**config.mk**
```make
export PLATFORM = sky130hd
export DESIGN_NAME = fp_add_pipe
export DESIGN_NICKNAME = d
export VERILOG_FILES = /design/src/rtl/fp_pkg.sv /design/src/rtl/fp_norm_round.sv /design/src/rtl/fp_add_pipe.sv
export SDC_FILE = /design/constraint.sdc
export NUM_CORES = 1
export LEC_CHECK = 0
export ABC_AREA = 1
export CORE_MARGIN = 1
export CORE_UTILIZATION = 40
export DETAILED_ROUTE_END_ITERATION = 7
export PLACE_DENSITY = 0.64
export SYNTH_ARGS = -nofsm -noshare
export SYNTH_HDL_FRONTEND = slang
export SYNTH_SLANG_ARGS = --single-unit
```
**constraint.sdc**
```tcl
create_clock -name clk -period 9.4 [get_ports clk]
set_input_delay 1.88 -clock clk [delete_from_list [all_inputs] [get_ports clk]]
set_output_delay 1.88 -clock clk [all_outputs]
set_load 0.05 [all_outputs]
```
**src/rtl/fp_pkg.sv**
```systemverilog
// fp_pkg: shared widths, field helpers, special-value classes and flag positions for the FP adder
package fp_pkg;
   localparam int EXP_W_DEF = 8;
   localparam int MAN_W_DEF = 23;
   localparam int FLAG_INVALID = 3;
   localparam int FLAG_OVERFLOW = 2;
   localparam int FLAG_UNDERFLOW = 1;
   localparam int FLAG_INEXACT = 0;
   typedef enum logic [2:0] {ZERO, NORM, INF, QNAN, SNAN} fp_class_e;
   function automatic int bias(input int ew);
      return (1 << (ew - 1)) - 1;
   endfunction
   function automatic logic [63:0] bits_of(input logic [63:0] w, input int lsb, input int n);
      return (w >> lsb) & ((64'd1 << n) - 64'd1);
   endfunction
   // Canonical quiet NaN: positive, all-ones exponent, only the fraction MSB set
   function automatic logic [63:0] qnan(input int ew, input int mw);
      return (((64'd1 << ew) - 64'd1) << mw) | (64'd1 << (mw - 1));
   endfunction
endpackage

```
**src/rtl/fp_norm_round.sv**
```systemverilog
// fp_norm_round: normalise, round-to-nearest-even and pack one raw sum, resolving special tags
module fp_norm_round
   import fp_pkg::*;
#(
   parameter int EXP_W = EXP_W_DEF,
   parameter int MAN_W = MAN_W_DEF
) (
   input  logic                 sign,
   input  logic                 zsign,
   input  logic [EXP_W+1:0]     exp,
   input  logic [MAN_W+4:0]     sig,
   input  fp_class_e            tag,
   input  logic                 invalid,
   output logic [EXP_W+MAN_W:0] res,
   output logic [3:0]           flags
);
   localparam int LZW = $clog2(MAN_W + 4);
   localparam logic [EXP_W+1:0] EMAX = (EXP_W+2)'((1 << EXP_W) - 1);
   logic [LZW-1:0] lz;
   logic [MAN_W+3:0] n;
   logic [EXP_W+1:0] e, er;
   logic [MAN_W+1:0] r;
   logic [MAN_W-1:0] frac;
   logic inx, up, ovf, unf;
   always_comb begin
      lz = '0;
      for (int i = 0; i < MAN_W + 4; i++) if (sig[i]) lz = LZW'(MAN_W + 3 - i);
      n = sig[MAN_W+4] ? {sig[MAN_W+4:2], sig[1] | sig[0]} : sig[MAN_W+3:0] << lz;
      e = sig[MAN_W+4] ? exp + 1'b1 : exp - (EXP_W+2)'(lz);
      inx = |n[2:0];
      up = n[2] & (n[1] | n[0] | n[3]);
      r = {1'b0, n[MAN_W+3:3]} + (MAN_W+2)'(up);
      er = e + (EXP_W+2)'(r[MAN_W+1]);
      frac = r[MAN_W+1] ? r[MAN_W:1] : r[MAN_W-1:0];
      ovf = !er[EXP_W+1] && er >= EMAX;
      unf = er[EXP_W+1] || er == '0;
      res = {sign, er[EXP_W-1:0], frac};
      flags = '0;
      flags[FLAG_INEXACT] = inx;
      if (ovf) begin
         res = {sign, {EXP_W{1'b1}}, {MAN_W{1'b0}}};
         flags[FLAG_OVERFLOW] = 1'b1;
         flags[FLAG_INEXACT] = 1'b1;
      end else if (unf) begin
         res = {sign, {(EXP_W+MAN_W){1'b0}}};
         flags[FLAG_UNDERFLOW] = 1'b1;
         flags[FLAG_INEXACT] = 1'b1;
      end
      if (sig == '0) begin
         res = {zsign, {(EXP_W+MAN_W){1'b0}}};
         flags = '0;
      end
      if (tag == INF) begin
         res = {sign, {EXP_W{1'b1}}, {MAN_W{1'b0}}};
         flags = '0;
      end
      if (tag == QNAN) begin
         res = (EXP_W+MAN_W+1)'(qnan(EXP_W, MAN_W));
         flags = '0;
         flags[FLAG_INVALID] = invalid;
      end
   end
endmodule

```
**src/rtl/fp_add_pipe.sv**
```systemverilog
// fp_add_pipe: 3-stage pipelined floating-point adder/subtractor (align, add, normalise/round)
module fp_add_pipe
   import fp_pkg::*;
#(
   parameter int EXP_W = EXP_W_DEF,
   parameter int MAN_W = MAN_W_DEF
) (
   input  logic                 clk,
   input  logic                 rst,
   input  logic                 in_valid,
   output logic                 in_ready,
   input  logic [EXP_W+MAN_W:0] a,
   input  logic [EXP_W+MAN_W:0] b,
   input  logic                 sub,
   output logic                 out_valid,
   input  logic                 out_ready,
   output logic [EXP_W+MAN_W:0] sum,
   output logic [3:0]           flags
);
   localparam int SW = MAN_W + 4;
   logic sa, sb, sw, sgn, inv;
   logic s1_valid, s1_sign, s1_zsign, s1_eff, s1_inv, s2_valid, s2_sign, s2_zsign, s2_inv;
   logic [EXP_W-1:0] ea, eb, el, es, d;
   logic [MAN_W-1:0] fa, fb;
   logic [SW-1:0] ga, gb, gl, gs, sig_s, s1_l, s1_s;
   logic [EXP_W+1:0] s1_exp, s2_exp;
   logic [SW:0] s2_sig;
   logic [EXP_W+MAN_W:0] res;
   logic [3:0] res_flags;
   fp_class_e ca, cb, tag, s1_tag, s2_tag;
   function automatic fp_class_e classify(input logic [EXP_W-1:0] e, input logic [MAN_W-1:0] f);
      return e == '0 ? ZERO : e != '1 ? NORM : f == '0 ? INF : f[MAN_W-1] ? QNAN : SNAN;
   endfunction
   assign in_ready = !out_valid || out_ready;
   always_comb begin
      sa = a[EXP_W+MAN_W];
      sb = b[EXP_W+MAN_W] ^ sub;
      ea = EXP_W'(bits_of(64'(a), MAN_W, EXP_W));
      eb = EXP_W'(bits_of(64'(b), MAN_W, EXP_W));
      fa = ea == '0 ? '0 : MAN_W'(bits_of(64'(a), 0, MAN_W));
      fb = eb == '0 ? '0 : MAN_W'(bits_of(64'(b), 0, MAN_W));
      ca = classify(ea, fa);
      cb = classify(eb, fb);
      ga = {ea != '0, fa, 3'b000};
      gb = {eb != '0, fb, 3'b000};
      sw = {eb, fb} > {ea, fa};
      el = sw ? eb : ea;
      es = sw ? ea : eb;
      gl = sw ? gb : ga;
      gs = sw ? ga : gb;
      d = el - es;
      // Bits shifted past the sticky position collapse into it; huge d leaves only sticky
      sig_s = (gs >> d) | SW'(|(gs & ((SW'(1) << d) - SW'(1))));
      inv = ca == SNAN || cb == SNAN || (ca == INF && cb == INF && sa != sb);
      tag = inv || ca == QNAN || cb == QNAN ? QNAN : ca == INF || cb == INF ? INF : NORM;
      sgn = tag == INF ? (ca == INF ? sa : sb) : (sw ? sb : sa);
   end
   always_ff @(posedge clk) begin
      if (rst) begin
         s1_valid <= 1'b0;
         s2_valid <= 1'b0;
         out_valid <= 1'b0;
         sum <= '0;
         flags <= '0;
      end else if (in_ready) begin
         s1_valid <= in_valid;
         s1_tag <= tag;
         s1_inv <= inv;
         s1_sign <= sgn;
         s1_zsign <= sa & sb;
         s1_eff <= sa ^ sb;
         s1_exp <= (EXP_W+2)'(el);
         s1_l <= gl;
         s1_s <= sig_s;
         s2_valid <= s1_valid;
         s2_tag <= s1_tag;
         s2_inv <= s1_inv;
         s2_sign <= s1_sign;
         s2_zsign <= s1_zsign;
         s2_exp <= s1_exp;
         s2_sig <= s1_eff ? {1'b0, s1_l} - {1'b0, s1_s} : {1'b0, s1_l} + {1'b0, s1_s};
         out_valid <= s2_valid;
         if (s2_valid) begin
            sum <= res;
            flags <= res_flags;
         end
      end
   end
   fp_norm_round #(.EXP_W(EXP_W), .MAN_W(MAN_W)) u_norm (
      .sign(s2_sign), .zsign(s2_zsign), .exp(s2_exp), .sig(s2_sig), .tag(s2_tag),
      .invalid(s2_inv), .res(res), .flags(res_flags)
   );
endmodule

```
==> impl_metrics.py <==
metrics = {
    "yosys": {
        "ys.flop_type": "edfxtp_1",
        "synth_seq_cells": 145,
        "yosys.cell_types.count": 66,
        "synth.yosys.seq_area_share_pct": 28.4,
        "mappedNetlistArea_sq_um": 14000,
        "async_flop_share_pct": 0,
        "postSynthCellCount": 2108,
        "avgSynthCellArea_sq_um": 6.62,
        "synthesis.nets": 2245,
        "synth_enable_flop_cells": 106,
        "yosys_warnings": 0,
    },
    "drt": {
        "drt_pre_antenna_iters": 8,
        "routed-via-count": 14600,
        "dr.first_iter.drc_count": 1330,
        "drc": 5,
        "detail_route.wirelength_mm": 46.9,
        "antenna_violating_nets_post_route": 0,
        "per_cell_via_count_in_the_routed_design": 5.52,
        "route.detailed.wl_per_inst_um": 17.7,
    },
    "setup_path": {
        "worst-endpoint-required_ns": 9.71,
        "setup.worst_path.start_class": "input pin",
        "worstPathArrival_ns": 8.47,
        "worst_path_largest_cell_delay_ns": 0.75,
        "setup.worst_path.end_class": "flop",
        "worstSetupPathType": "input pin to flop",
        "path_max_fanout": 42,
        "cp_slowest_cell": "o311ai_1",
    },
    "cts": {
        "cts_inserted_buffers": 17,
        "number_of_levels_in_the_clock_h_tree": 4,
        "cts.sink_count": 145,
        "post_cts_hold_buffer_count": 0,
        "root_buffer": "clkbuf_16",
        "clock_path_buffers": 2,
        "clk-insertion-delay-late_ns": 0.44,
        "ctsResizeCount": 0,
        "postCtsSetupRepairBufs": 0,
        "clkTransAtPathRegs_ns": 0.07,
        "cts_tree": "done",
    },
    "finish": {
        "num-nets-final": 2316,
        "final_core_utilization_pct": 46.2,
        "finish.cell_count_without_fillers": 2647,
        "register_area_sq_um": 3960,
        "syn_to_final_growth_pct": 14.1,
        "drive_above_1_share_pct": 6.39,
        "antenna_cells_inserted": 0,
        "multiInputGateArea_sq_um": 8660,
        "filler_cell_count": 3503,
    },
    "floorplan": {
        "ioPinCount": 107,
        "floorplan.initialDensity_pct": 40.5,
        "fp.dieArea_sq_um": 35600,
        "design.core.area_sq_um": 34500,
        "floorplan_row_count": 68,
        "die_h_um": 189,
        "die_width_um": 189,
    },
    "sta": {
        "tns_ns": 0,
        "timing.fmax_mhz": 123,
        "layout_worst_path_cycle_share_pct": 86.8,
        "relSlewSlack_pct": 28.7,
        "hold_slack_ns": 0.416,
        "maxSlewViolCount": 0,
        "worstMarginPinSlew_ns": 1.06,
        "layout_min_cycle_time_ns": 8.16,
        "setup_repair_after_global_routing_missed_its_margin": "false",
        "finClkSkew_ns": 0.0138,
        "finalSetupViolCount": 0,
        "timing_hold_violations_final": 0,
    },
    "status": {
        "run_status": "complete, but fails checks",
        "failed_checks": "DRC",
    },
    "worst_hold_path": {
        "hold_crit_path_type": "flop to flop",
    },
    "global_route": {
        "grt_pass1_vias": 14100,
        "grt_first_pass_wirelength_mm": 74.3,
        "grt_start_max_net_pins": 75,
        "initial_antenna_violation_count": 0,
        "globalRouteOverflowTotal": 0,
        "grt_util_all_layers_pct": 26.6,
    },
    "placed_design": {
        "dp.final_hpwl_mm": 37.8,
        "place_congestion": 1.01,
        "port_buffers": 106,
        "place_inst": 2615,
    },
    "pwr": {
        "overall_power_uw": 3380,
        "cellPowerDensity_nw_per_um2": 212,
        "ir_drop_mv": 0.140,
        "power.leakage_uw": 0.00726,
    },
    "job": {
        "cap_violations": 0,
    },
}
## worst paths after layout
path	from	slack [ns]	endpoint	cells after the start
setup / recovery	b[29]	1.24	s1_s[0]	29
hold / removal	s1_zsign	0.42	s2_zsign	0
setup reg to reg	s2_sig[2]	1.98	sum[17]	54
hold reg to reg	s1_zsign	0.42	s2_zsign	0
## flip-flops by register name (all words and copies together) (netlist names)
name,cells
s2_zsign,1
s1_l,24
s2_exp,8
s1_valid,1
s2_sig,28
s1_s,27
flags,4
s1_tag,2
s2_tag,2
s1_inv,1
s1_eff,1
s2_valid,1
s1_sign,1
s2_inv,1
sum,32
s1_exp,8
out_valid,1
s1_zsign,1
s2_sign,1
## worst max-delay path, delay by kind of cell
kind	cells	cell delay, ns
adder cells (fa/ha/maj)	2	0.60
AND/OR/NAND/NOR	17	2.99
AO/OA/AOI/OAI	1	0.75
buffers and inverters	9	2.21
## layer usage
metal  global-route usage [%]  share of wire (%)  vias up
met5                        0                  0        -
met4                     14.1                5.1        0
met3                     3.87                5.1      140
met2                     47.4                 49      531
met1                     30.7                 41     6710
li1                         -                  -     7226
## through the flow
step / instance area [sq um] / setup WS (ns)
6_report: 15900 / 1.24
5_1_grt: 15900 / 0.811
4_1_cts: 15900 / 1.42
3_5_place_dp: 15400 / 0.988
3_3_place_gp: 15400 / 1.01
2_1_floorplan: 14000 / 2.32
## logic make-up (layout without fill, tap and decap cells)
| group | Yosys count | in the layout | synth area share [%] |
|---|---|---|---|
| buffers and inverters | 334 | 418 | 9.65 |
| xor gates and xnor gates | 70 | 70 | 4.58 |
| and+or+nand+nor | 1166 | 1166 | 37.5 |
| AOI/OAI and AO/OA | 323 | 323 | 13.6 |
| DFF | 145 | 145 | 28.4 |
| adders and majority gates | 68 | 68 | 6.15 |
| muxes | 2 | 2 | 0.152 |
## cell type report
| class | count | share of cell area, % |
|---|---|---|
| sequential | 145 | 24.9 |
| clock inverter | 14 | 0.754 |
| inverter | 262 | 6.19 |
| tap | 455 | 3.57 |
| timing repair buffer | 124 | 7.51 |
| multi-input combinational | 1629 | 54.4 |
| clock buffer | 18 | 2.70 |
## synth_stat cells, types with 4 or more instances
library cell | instances | share of area (%)
o21ai_2 | 5 | 0.31
nand3_2 | 14 | 1.0
nand2_2 | 13 | 0.58
xnor2_1 | 28 | 1.8
buf_2 | 12 | 0.43
nor2_1 | 187 | 5.0
o41ai_1 | 4 | 0.25
ha_1 | 67 | 6.0
buf_6 | 7 | 0.57
inv_1 | 240 | 6.5
clkinv_1 | 4 | 0.11
nor4_1 | 16 | 0.72
o22ai_1 | 22 | 0.99
a21oi_1 | 98 | 3.5
a211oi_1 | 5 | 0.27
edfxtp_1 | 106 | 23
o221ai_1 | 7 | 0.44
inv_2 | 17 | 0.46
xor2_1 | 40 | 2.5
o211ai_1 | 14 | 0.75
nand3b_1 | 4 | 0.22
buf_1 | 7 | 0.19
clkbuf_1 | 42 | 1.1
a22oi_1 | 8 | 0.43
nor2_4 | 11 | 0.89
nand3_1 | 255 | 9.1
a31oi_1 | 8 | 0.36
nor2_2 | 9 | 0.40
dfxtp_1 | 39 | 5.6
o21ai_0 | 96 | 3.4
nor3_1 | 20 | 0.72
nand4_1 | 44 | 2.0
nand2_1 | 573 | 15
o21ai_1 | 24 | 0.86
o21a_1 | 13 | 0.70
## layout by cell type, fill, tap and decap left out, types with 7 or more instances in the layout
cell | netlist | final
a21oi_1 | 98 | 98
a22oi_1 | 8 | 8
a31oi_1 | 8 | 8
buf_4 | 3 | 18
clkbuf_16 | 0 | 17
clkdlybuf4s50_1 | 0 | 106
dfxtp_1 | 39 | 39
edfxtp_1 | 106 | 106
ha_1 | 67 | 67
inv_1 | 240 | 240
inv_2 | 17 | 17
nand2_1 | 573 | 573
nand2_2 | 13 | 13
nand3_1 | 255 | 255
nand3_2 | 14 | 14
nand4_1 | 44 | 44
nor2_1 | 187 | 186
nor2_2 | 9 | 9
nor2_4 | 11 | 12
nor3_1 | 20 | 20
nor4_1 | 16 | 15
o211ai_1 | 14 | 14
o21a_1 | 13 | 13
o21ai_0 | 96 | 95
o21ai_1 | 24 | 24
o221ai_1 | 7 | 7
o22ai_1 | 22 | 22
xnor2_1 | 28 | 28
xor2_1 | 40 | 40
## power breakdown
group	internal (uW)	leakage, uW	switching, uW	total [uW]
clock	347	0.000277	295	642
sequential	808	0.00135	96.9	905
combinational	574	0.00563	1260	1830
total	1730	0.00726	1650	3380
Power figures use the tool's default switching activity.
